**src/rtl/relm_op_loader.sv**
```systemverilog
// ReLM opcode loader: parses framed host bytes and drives the ring's
// shared opcode-memory write port, one opcode per accepted data byte.
module relm_op_loader #(
    parameter  int WID = 2,
    parameter  int WAD = 10,
    parameter  int WOP = 5,
    localparam int WA  = WAD + WID,
    localparam int NA  = ((WA + 7) / 8 < 1) ? 1 : (WA + 7) / 8
) (
    input  logic           clk,
    input  logic           rst_n,
    input  logic           rx_valid,
    input  logic [7:0]     rx_data,
    output logic           rx_ready,
    output logic           op_we_out,
    output logic [WA-1:0]  op_wa_out,
    output logic [WOP-1:0] op_d_out,
    output logic           busy_out,
    output logic           done_out,
    output logic           err_out
);

    typedef enum logic [2:0] {
        S_HUNT,
        S_ADDR,
        S_CNT,
        S_DATA,
        S_SUM
    } state_t;

    state_t              state;
    state_t              state_nxt;
    logic [7:0]          idx;
    logic [8*NA-1:0]     abuf;
    logic [8*NA-1:0]     abuf_nxt;
    logic [8*NA+7:0]     ashift;
    logic [7:0]          cnt_lo;
    logic [15:0]         cnt_full;
    logic [15:0]         rem;
    logic [WA-1:0]       ptr;
    logic [7:0]          sum;
    logic [7:0]          sum_nxt;
    logic                derr;
    logic                bad_bit;
    logic                last_addr;
    logic                acc;
    logic                unused_bits;

    assign acc         = rx_valid & rx_ready;
    assign unused_bits = ^ashift;

    always_comb begin
        state_nxt = state;
        // Little-endian address: each new byte enters at the top.
        ashift    = {rx_data, abuf} >> 8;
        abuf_nxt  = ashift[8*NA-1:0];
        cnt_full  = {rx_data, cnt_lo};
        sum_nxt   = sum + rx_data;
        bad_bit   = (rx_data >> WOP) != 8'd0;
        last_addr = idx == 8'(NA - 1);
        if (acc) begin
            case (state)
                S_HUNT: if (rx_data == 8'hA5) state_nxt = S_ADDR;
                S_ADDR: if (last_addr) state_nxt = S_CNT;
                S_CNT: begin
                    if (idx != 8'd0) begin
                        state_nxt = (cnt_full == 16'd0) ? S_SUM : S_DATA;
                    end
                end
                S_DATA: if (rem == 16'd1) state_nxt = S_SUM;
                S_SUM:  state_nxt = S_HUNT;
                default: state_nxt = S_HUNT;
            endcase
        end
    end

    always_ff @(posedge clk or negedge rst_n) begin
        if (!rst_n) begin
            state <= S_HUNT;
        end else begin
            state <= state_nxt;
        end
    end

    always_ff @(posedge clk or negedge rst_n) begin
        if (!rst_n) begin
            rx_ready  <= 1'b0;
            op_we_out <= 1'b0;
            op_wa_out <= '0;
            op_d_out  <= '0;
            busy_out  <= 1'b0;
            done_out  <= 1'b0;
            err_out   <= 1'b0;
            idx       <= '0;
            abuf      <= '0;
            cnt_lo    <= '0;
            rem       <= '0;
            ptr       <= '0;
            sum       <= '0;
            derr      <= 1'b0;
        end else begin
            rx_ready  <= 1'b1;
            op_we_out <= 1'b0;
            done_out  <= 1'b0;
            if (acc) begin
                case (state)
                    S_HUNT: begin
                        if (rx_data == 8'hA5) begin
                            sum      <= '0;
                            err_out  <= 1'b0;
                            derr     <= 1'b0;
                            busy_out <= 1'b1;
                            idx      <= '0;
                        end
                    end
                    S_ADDR: begin
                        sum  <= sum_nxt;
                        abuf <= abuf_nxt;
                        if (last_addr) begin
                            ptr <= abuf_nxt[WA-1:0];
                            idx <= '0;
                        end else begin
                            idx <= idx + 8'd1;
                        end
                    end
                    S_CNT: begin
                        sum <= sum_nxt;
                        if (idx == 8'd0) begin
                            cnt_lo <= rx_data;
                            idx    <= 8'd1;
                        end else begin
                            rem <= cnt_full;
                            idx <= '0;
                        end
                    end
                    S_DATA: begin
                        sum       <= sum_nxt;
                        op_we_out <= 1'b1;
                        op_wa_out <= ptr;
                        op_d_out  <= rx_data[WOP-1:0];
                        ptr       <= ptr + 1'b1;
                        rem       <= rem - 16'd1;
                        if (bad_bit) derr <= 1'b1;
                    end
                    S_SUM: begin
                        sum      <= sum_nxt;
                        err_out  <= (sum_nxt != 8'd0) | derr;
                        done_out <= 1'b1;
                        busy_out <= 1'b0;
                    end
                    default: ;
                endcase
            end
        end
    end

endmodule

```
**config.mk**
```make
export PLATFORM = sky130hd
export DESIGN_NAME = relm_op_loader
export DESIGN_NICKNAME = d
export VERILOG_FILES = /design/src/rtl/relm_op_loader.sv
export SDC_FILE = /design/constraint.sdc
export NUM_CORES = 1
export LEC_CHECK = 0
export ABC_CLOCK_PERIOD_IN_PS = 2400
export CAP_MARGIN = 20
export CORE_ASPECT_RATIO = 1.5
export CORE_MARGIN = 5
export CORE_UTILIZATION = 50
export DETAILED_ROUTE_END_ITERATION = 8
export MAX_ROUTING_LAYER = met4
export PLACE_DENSITY_LB_ADDON = 0.12
export SYNTH_ARGS = -nofsm -noshare
export SYNTH_HDL_FRONTEND = slang
export SYNTH_SLANG_ARGS = --single-unit
```
**constraint.sdc**
```tcl
create_clock -name clk -period 2.4 [get_ports clk]
set_input_delay 0.48 -clock clk [delete_from_list [all_inputs] [get_ports clk]]
set_output_delay 0.48 -clock clk [all_outputs]
set_load 0.02 [all_outputs]
```
==> impl_results.md, run 1 <==
- Status: finished, final reports clean
- Clock root buffer: clkbuf_16
- Clock-pin transition on the worst setup and hold timing paths: 0.07 ns
- Slew Viols, Final: 0
- Psw: 2848 uW
- Final cycle utilization of the critical path: 96.14%
- Gpl congestion: 0.8035
- Vias per cell: 5.966
- CTS Buf Count: 9
- Clock power share: 18.8%
- Netlist Area Pre-Place: 4592 sq um
- Worst setup EP type: flip-flop
- Max-Cap Viols: 0
- Commonest non-fill, non-tap cell in the layout: dfrtp_1
- Antenna viol nets, final: 0
- Longest Clk Path Bufs: 2
- Reg2Reg Launch Point: sum[0]
- Non-filler cells, final: 638
- Tmin final: 2.307 ns
- Crit path launch: rx_data[3]
- Std cell rows: 42
- Syn Nets: 489
- Hold Path Class: in2async
- Final Hold Fails: 0
- #FFs+latches synth: 86
- Port Buffers: 32
- Routed wire length: 11070 microns
- Ys async rst share: 100.0%
- Pre-antenna DRT Iters: 4
- All-layer global routing usage: 21.81%
- EDFF count, synth: 0
- # setup viols final: 0
- Pre-CTS setup slack: -0.4769 ns
- Area growth syn-to-layout: 20.68%
- Via count: 3806
- H-Tree Depth: 3
- Rel. slew slack: 55.95%
- Average cell area after synthesis: 9.896 sq um
- Crit path launch type: primary input
- I/O Pins: 33
- Sinks on Clock Net: 86
- Worst vdd ir: 0.0006453 V
- WP data arrival: 2.54 ns
- Core Area: 8881 sq um
- DR iter-0 viols: 235
- Most frequent cells in the layout: 86 x dfrtp_1, 38 x o21ai_0, 37 x buf_4, 36 x a21oi_1, 31 x nor2_1
- Max frequency: 433.4 MHz
- Sequential share of power: 36.9%
- DP HPWL: 8123 microns
- First-pass GRT wire length: 18780 microns
- # diodes: 0
- Slew @ Worst Pin: 0.6608 ns
- Setup CP Type: in2reg
- Largest net degree at the start of global routing: 53
- # hold bufs at CTS: 0
- CP required: 2.63 ns
- Unrepaired setup endpoints after global routing: no
- Fin Hold WS: 0.1731 ns
- Vias in the first global route: 3827
- # nets final: 548
- Die ar.: 11240 sq um
- Grt ovf: 0
- Lkg Pwr: 0.002343 uW
- Later-pin clock latency in the skew report: 0.34 ns
- Share of cells above drive strength 1: 18.94%
- Int Power: 4314 uW
- Sw Share: 39.77%
- Starting Density: 51.70%
- Most common flop cell mapped by yosys: dfrtp_1
- Cells after DPL: 622
- PD cells: 1292 nW/um^2
- Crit-path max FO: 6
- Post-synthesis cell count: 464
- Die X-Extent: 88.25 microns
- Register area share after synthesis: 46.87%
- Initial antenna violation count: 0
- Post-CTS Setup Bufs: 0
- Combinational power share: 44.3%
- Die H: 127.4 microns
- Yosys cell types: 68
- Final worst setup slack: 0.09265 ns
- Wire per inst: 17.35 microns
- Residual DRC count: 0
- CTS tree: built
- Synth warnings: 0
- Fin Clk Skew: 0.006454 ns
-- sequential cells by signal, summed over array words and instances, names as in the netlist --
register,cells
abuf,8
busy_out,1
cnt_lo,8
derr,1
done_out,1
err_out,1
idx,8
op_d_out,5
op_wa_out,12
op_we_out,1
ptr,12
rem,16
rx_ready,1
state,3
sum,8
-- final timing paths --
path / cells past startpoint / end / slack (ns)
setup / recovery: 6 / idx[5] / 0.09
max in group asynchronous: 2 / cnt_lo[1] / 1.64
setup reg to reg: 7 / err_out / 0.30
hold / removal: 1 / rem[6] / 0.17
min in group clk: 1 / idx[7] / 0.49
hold reg to reg: 1 / idx[7] / 0.49
-- cell type report --
type,count,area (sq um)
Clock buffer,9,225.2
Clock inverter,7,63.81
Fill cell,759,3339
Inverter,16,60.06
Multi-Input combinational cell,341,2293
Sequential cell,86,2152
Tap cell,110,137.6
Timing Repair Buffer,69,609.3
-- logic make-up after synthesis --
family | count (synthesis) | synth area share [%]
AOI/OAI and AO/OA | 145 | 20.11
xor gates and xnor gates | 3 | 0.5723
adders and majority gates | 14 | 3.978
buffers and inverters | 37 | 3.488
DFF | 86 | 46.87
muxes | 36 | 8.774
other | 1 | 0.08167
and+or+nand+nor | 142 | 16.13
-- critical path, stage by stage --
cell,delay (ns)
clkdlybuf4s50_1,0.53
or3_4,0.44
o31ai_4,0.28
nand3_1,0.16
or2_0,0.37
o31ai_1,0.29
-- Yosys cell counts (2+ instances only) --
cell type	count	area, sq um
o22a_1	4	35.03
nand3_1	20	100.1
o21a_1	4	30.03
o31a_1	2	17.52
a21oi_1	36	180.2
clkbuf_1	8	30.03
xor2_1	2	17.52
mux2i_1	2	20.02
nor3_1	11	55.05
nand2b_1	3	18.77
o211ai_1	4	30.03
and2_1	3	18.77
or3b_1	2	17.52
nand4_1	7	43.79
nand2_1	29	108.9
o21ai_0	38	190.2
o21ai_1	9	45.04
mux2_2	29	326.6
buf_4	2	15.01
o31ai_1	5	37.54
inv_1	16	60.06
a211oi_1	2	15.01
a31oi_1	6	37.54
and3_1	6	37.54
ha_1	13	162.7
nand3b_1	2	15.01
mux2_1	5	56.30
or3_4	2	22.52
or3_1	3	18.77
a22o_1	9	78.83
a21bo_2	2	20.02
buf_2	11	55.05
dfrtp_1	86	2152
a22oi_1	2	15.01
nor2_1	32	120.1
nor4_1	5	31.28
o22ai_1	7	43.79
nor2b_1	5	31.28
-- power by group through the flow --
| stage | Sequential, uW | Combinational [uW] | Clock (uW) |
|---|---|---|---|
| 6_report | 2640 | 3170 | 1350 |
| 5_1_grt | 2720 | 3520 | 1450 |
| 4_1_cts | 2630 | 3180 | 1390 |
| 3_5_place_dp | 2650 | 3160 | 0 |
| 3_3_place_gp | 2620 | 3060 | 0 |
| 2_1_floorplan | 2640 | 2000 | 0 |
-- through the flow --
step	total power (uW)	setup TNS, ns	area (sq um)	util [%]
6_report	7161	0	5542	62.40
5_1_grt	7700	0	5542	62.40
4_1_cts	7201	0	5533	62.30
3_5_place_dp	5809	-4.871	5240	59.00
3_3_place_gp	5687	-4.830	5240	59.00
2_1_floorplan	4639	0	4592	-
-- repair_timing --
| action | CTS | global route |
|---|---|---|
| endpoints found under the hold margin | 0 | 0 |
| endpoints found under the setup margin | 2 | 7 |
| resized for setup | 2 | 2 |
-- metal layers --
layer  routed length (microns)  share of wire (%)  up-vias  track usage (%)
met1                      4683                 42     1888            26.45
li1                          -                  -     1836                -
met3                       293                2.6       20            3.930
met2                      5886                 53       62            36.58
met5                         0                  0        -                -
met4                       206                1.9        0            6.762
Note: power is estimated with default switching activity, not from simulation.
==> run 2, diff against run 1 <==
PLACE_DENSITY = 0.77   (was not set)
PLACE_DENSITY_LB_ADDON = not set   (was 0.12)
==> impl_results.md, run 2 (synthesis results as in run 1) <==
- Status: finished, final reports clean
- Sinks on Clock Net: 86
- Final Util: 63.09%
- Routed wire length: 11610 microns
- Lkg Pwr: 0.002386 uW
- Later-pin clock latency in the skew report: 0.35 ns
- Die X-Extent: 88.25 microns
- CTS Buf Count: 9
- CP top delay family: simple AND/OR/NAND/NOR gates
- Area growth syn-to-layout: 22.02%
- Std cell rows: 42
- Clock-pin transition on the worst setup and hold timing paths: 0.06 ns
- PD cells: 1316 nW/um^2
- Worst setup EP type: flip-flop
- Die ar.: 11240 sq um
- Setup CP Type: in2reg
- Port Buffers: 32
- Gpl congestion: 0.8795
- Initial antenna violation count: 0
- CTS tree: built
- Fillers: 738
- Critical Path Max Stage Delay: 0.62 ns
- Vias in the first global route: 3958
- Final cycle utilization of the critical path: 95.67%
- CP cell instances: clkdlybuf4s50_1 -> ha_1 -> a211oi_2 -> buf_4 -> or4b_2 -> o2111ai_1 -> o21ai_0 -> o211ai_1
- Most frequent cells in the layout: 86 x dfrtp_1, 40 x buf_4, 38 x o21ai_0, 36 x a21oi_1, 32 x nor2_1
- Fin Clk Skew: 0.01137 ns
- Max frequency: 435.5 MHz
- Unrepaired setup endpoints after global routing: no
- Total power: 7374 uW
- All-layer global routing usage: 22.35%
- Residual DRC count: 0
- Tmin final: 2.296 ns
- Slew @ Worst Pin: 0.5079 ns
- Hold Path Class: in2async
- DP HPWL: 8317 microns
- Via count: 3965
- Vias per cell: 6.176
- Cell at the slowest stage of the critical path: or4b_2
- Clock root buffer: clkbuf_16
- Pre-antenna DRT Iters: 7
- Reg with most FFs: rem
- Commonest non-fill, non-tap cell in the layout: dfrtp_1
- Antenna viol nets, final: 0
- Max FFs per register: 16
- Core Area: 8881 sq um
- WP buf/inv: 2
- Longest Clk Path Bufs: 2
- Top flop regs: rem x16, op_wa_out x12, ptr x12
- Worst vdd ir: 0.0007888 V
- # nets final: 552
- Final setup TNS: 0 ns
- # setup viols final: 0
- Crit path launch type: primary input
- Final Hold Fails: 0
- # diodes: 0
- Wire per inst: 18.08 microns
- First-pass GRT wire length: 19150 microns
- Rel. slew slack: 65.83%
- Die H: 127.4 microns
- Grt ovf: 0
- Slew Viols, Final: 0
- # hold bufs at CTS: 0
- Cells after DPL: 626
- H-Tree Depth: 3
- Crit-path max FO: 4
- CP required: 2.66 ns
- I/O Pins: 33
- WP data arrival: 2.56 ns
- Non-filler cells, final: 642
- Share of cells above drive strength 1: 19.36%
- Largest net degree at the start of global routing: 52
- Max-Cap Viols: 0
- Starting Density: 51.70%
- DR iter-0 viols: 284
run 2: changes by cell type in the layout (fill, tap and decap cells not counted), sizes merged:
cell,delta
dlymetal6s2s,+1
bufinv,+1
clkdlybuf4s50,-1
buf,+4
clkinvlp,-1
run 2: final timing paths:
check | from | to | slack (ns) | depth (start not counted)
setup reg to reg | rem[12] | state[2] | 0.29 | 5
min in group clk | op_wa_out[0] | op_wa_out[0] | 0.49 | 1
max in group asynchronous | rst_n | derr | 1.67 | 2
setup / recovery | rx_data[2] | err_out | 0.10 | 8
hold reg to reg | op_wa_out[0] | op_wa_out[0] | 0.49 | 1
hold / removal | rst_n | rem[15] | 0.09 | 1
run 2: power breakdown:
| part | internal, uW | switching [uW] | total, uW | leakage [uW] |
|---|---|---|---|---|
| clock network | 829 | 634 | 1460 | 0.000149 |
| registers | 2070 | 572 | 2640 | 0.00106 |
| logic | 1560 | 1710 | 3270 | 0.00118 |
| total | 4460 | 2910 | 7370 | 0.00239 |
run 2: metal layers:
layer	wire, microns	GRT usage [%]	up-vias
met3	486	3.737	38
met4	418	11.65	0
met2	6123	37.06	128
li1	-	-	1846
met1	4581	25.50	1953
met5	0	-	-
run 2: repair_timing:
item / in CTS / in global routing
gates resized for setup: 1 / 4
setup buffers: 0 / 0
setup endpoints to repair: 1 / 2
run 2: worst register-to-register path, stage by stage (launching register included):
cell,delay [ns]
dfrtp_1,0.43
or3_4,0.42
or3b_1,0.38
o21ai_1,0.31
and4_1,0.30
mux2i_1,0.21
run 2: metrics by stage:
step | instance area (sq um) | setup slack (ns) | hold WS, ns
6_report | 5603 | 0.1040 | 0.08938
5_1_grt | 5603 | 0.01441 | 0.1336
4_1_cts | 5588 | 0.07599 | 0.1071
3_5_place_dp | 5280 | -0.3615 | 0.4732
3_3_place_gp | 5280 | -0.3305 | 0.4662
2_1_floorplan | 4592 | 0.2900 | 0.1844
run 2: area by class of cell:
cell class	count	area (sq um)	area share, %
clock buffer	9	225.2	4.020
multi-input combinational	341	2290	40.87
sequential	86	2152	38.41
timing repair buffer	73	654.4	11.68
clock inverter	7	83.83	1.496
tap	110	137.6	2.456
inverter	16	60.06	1.072
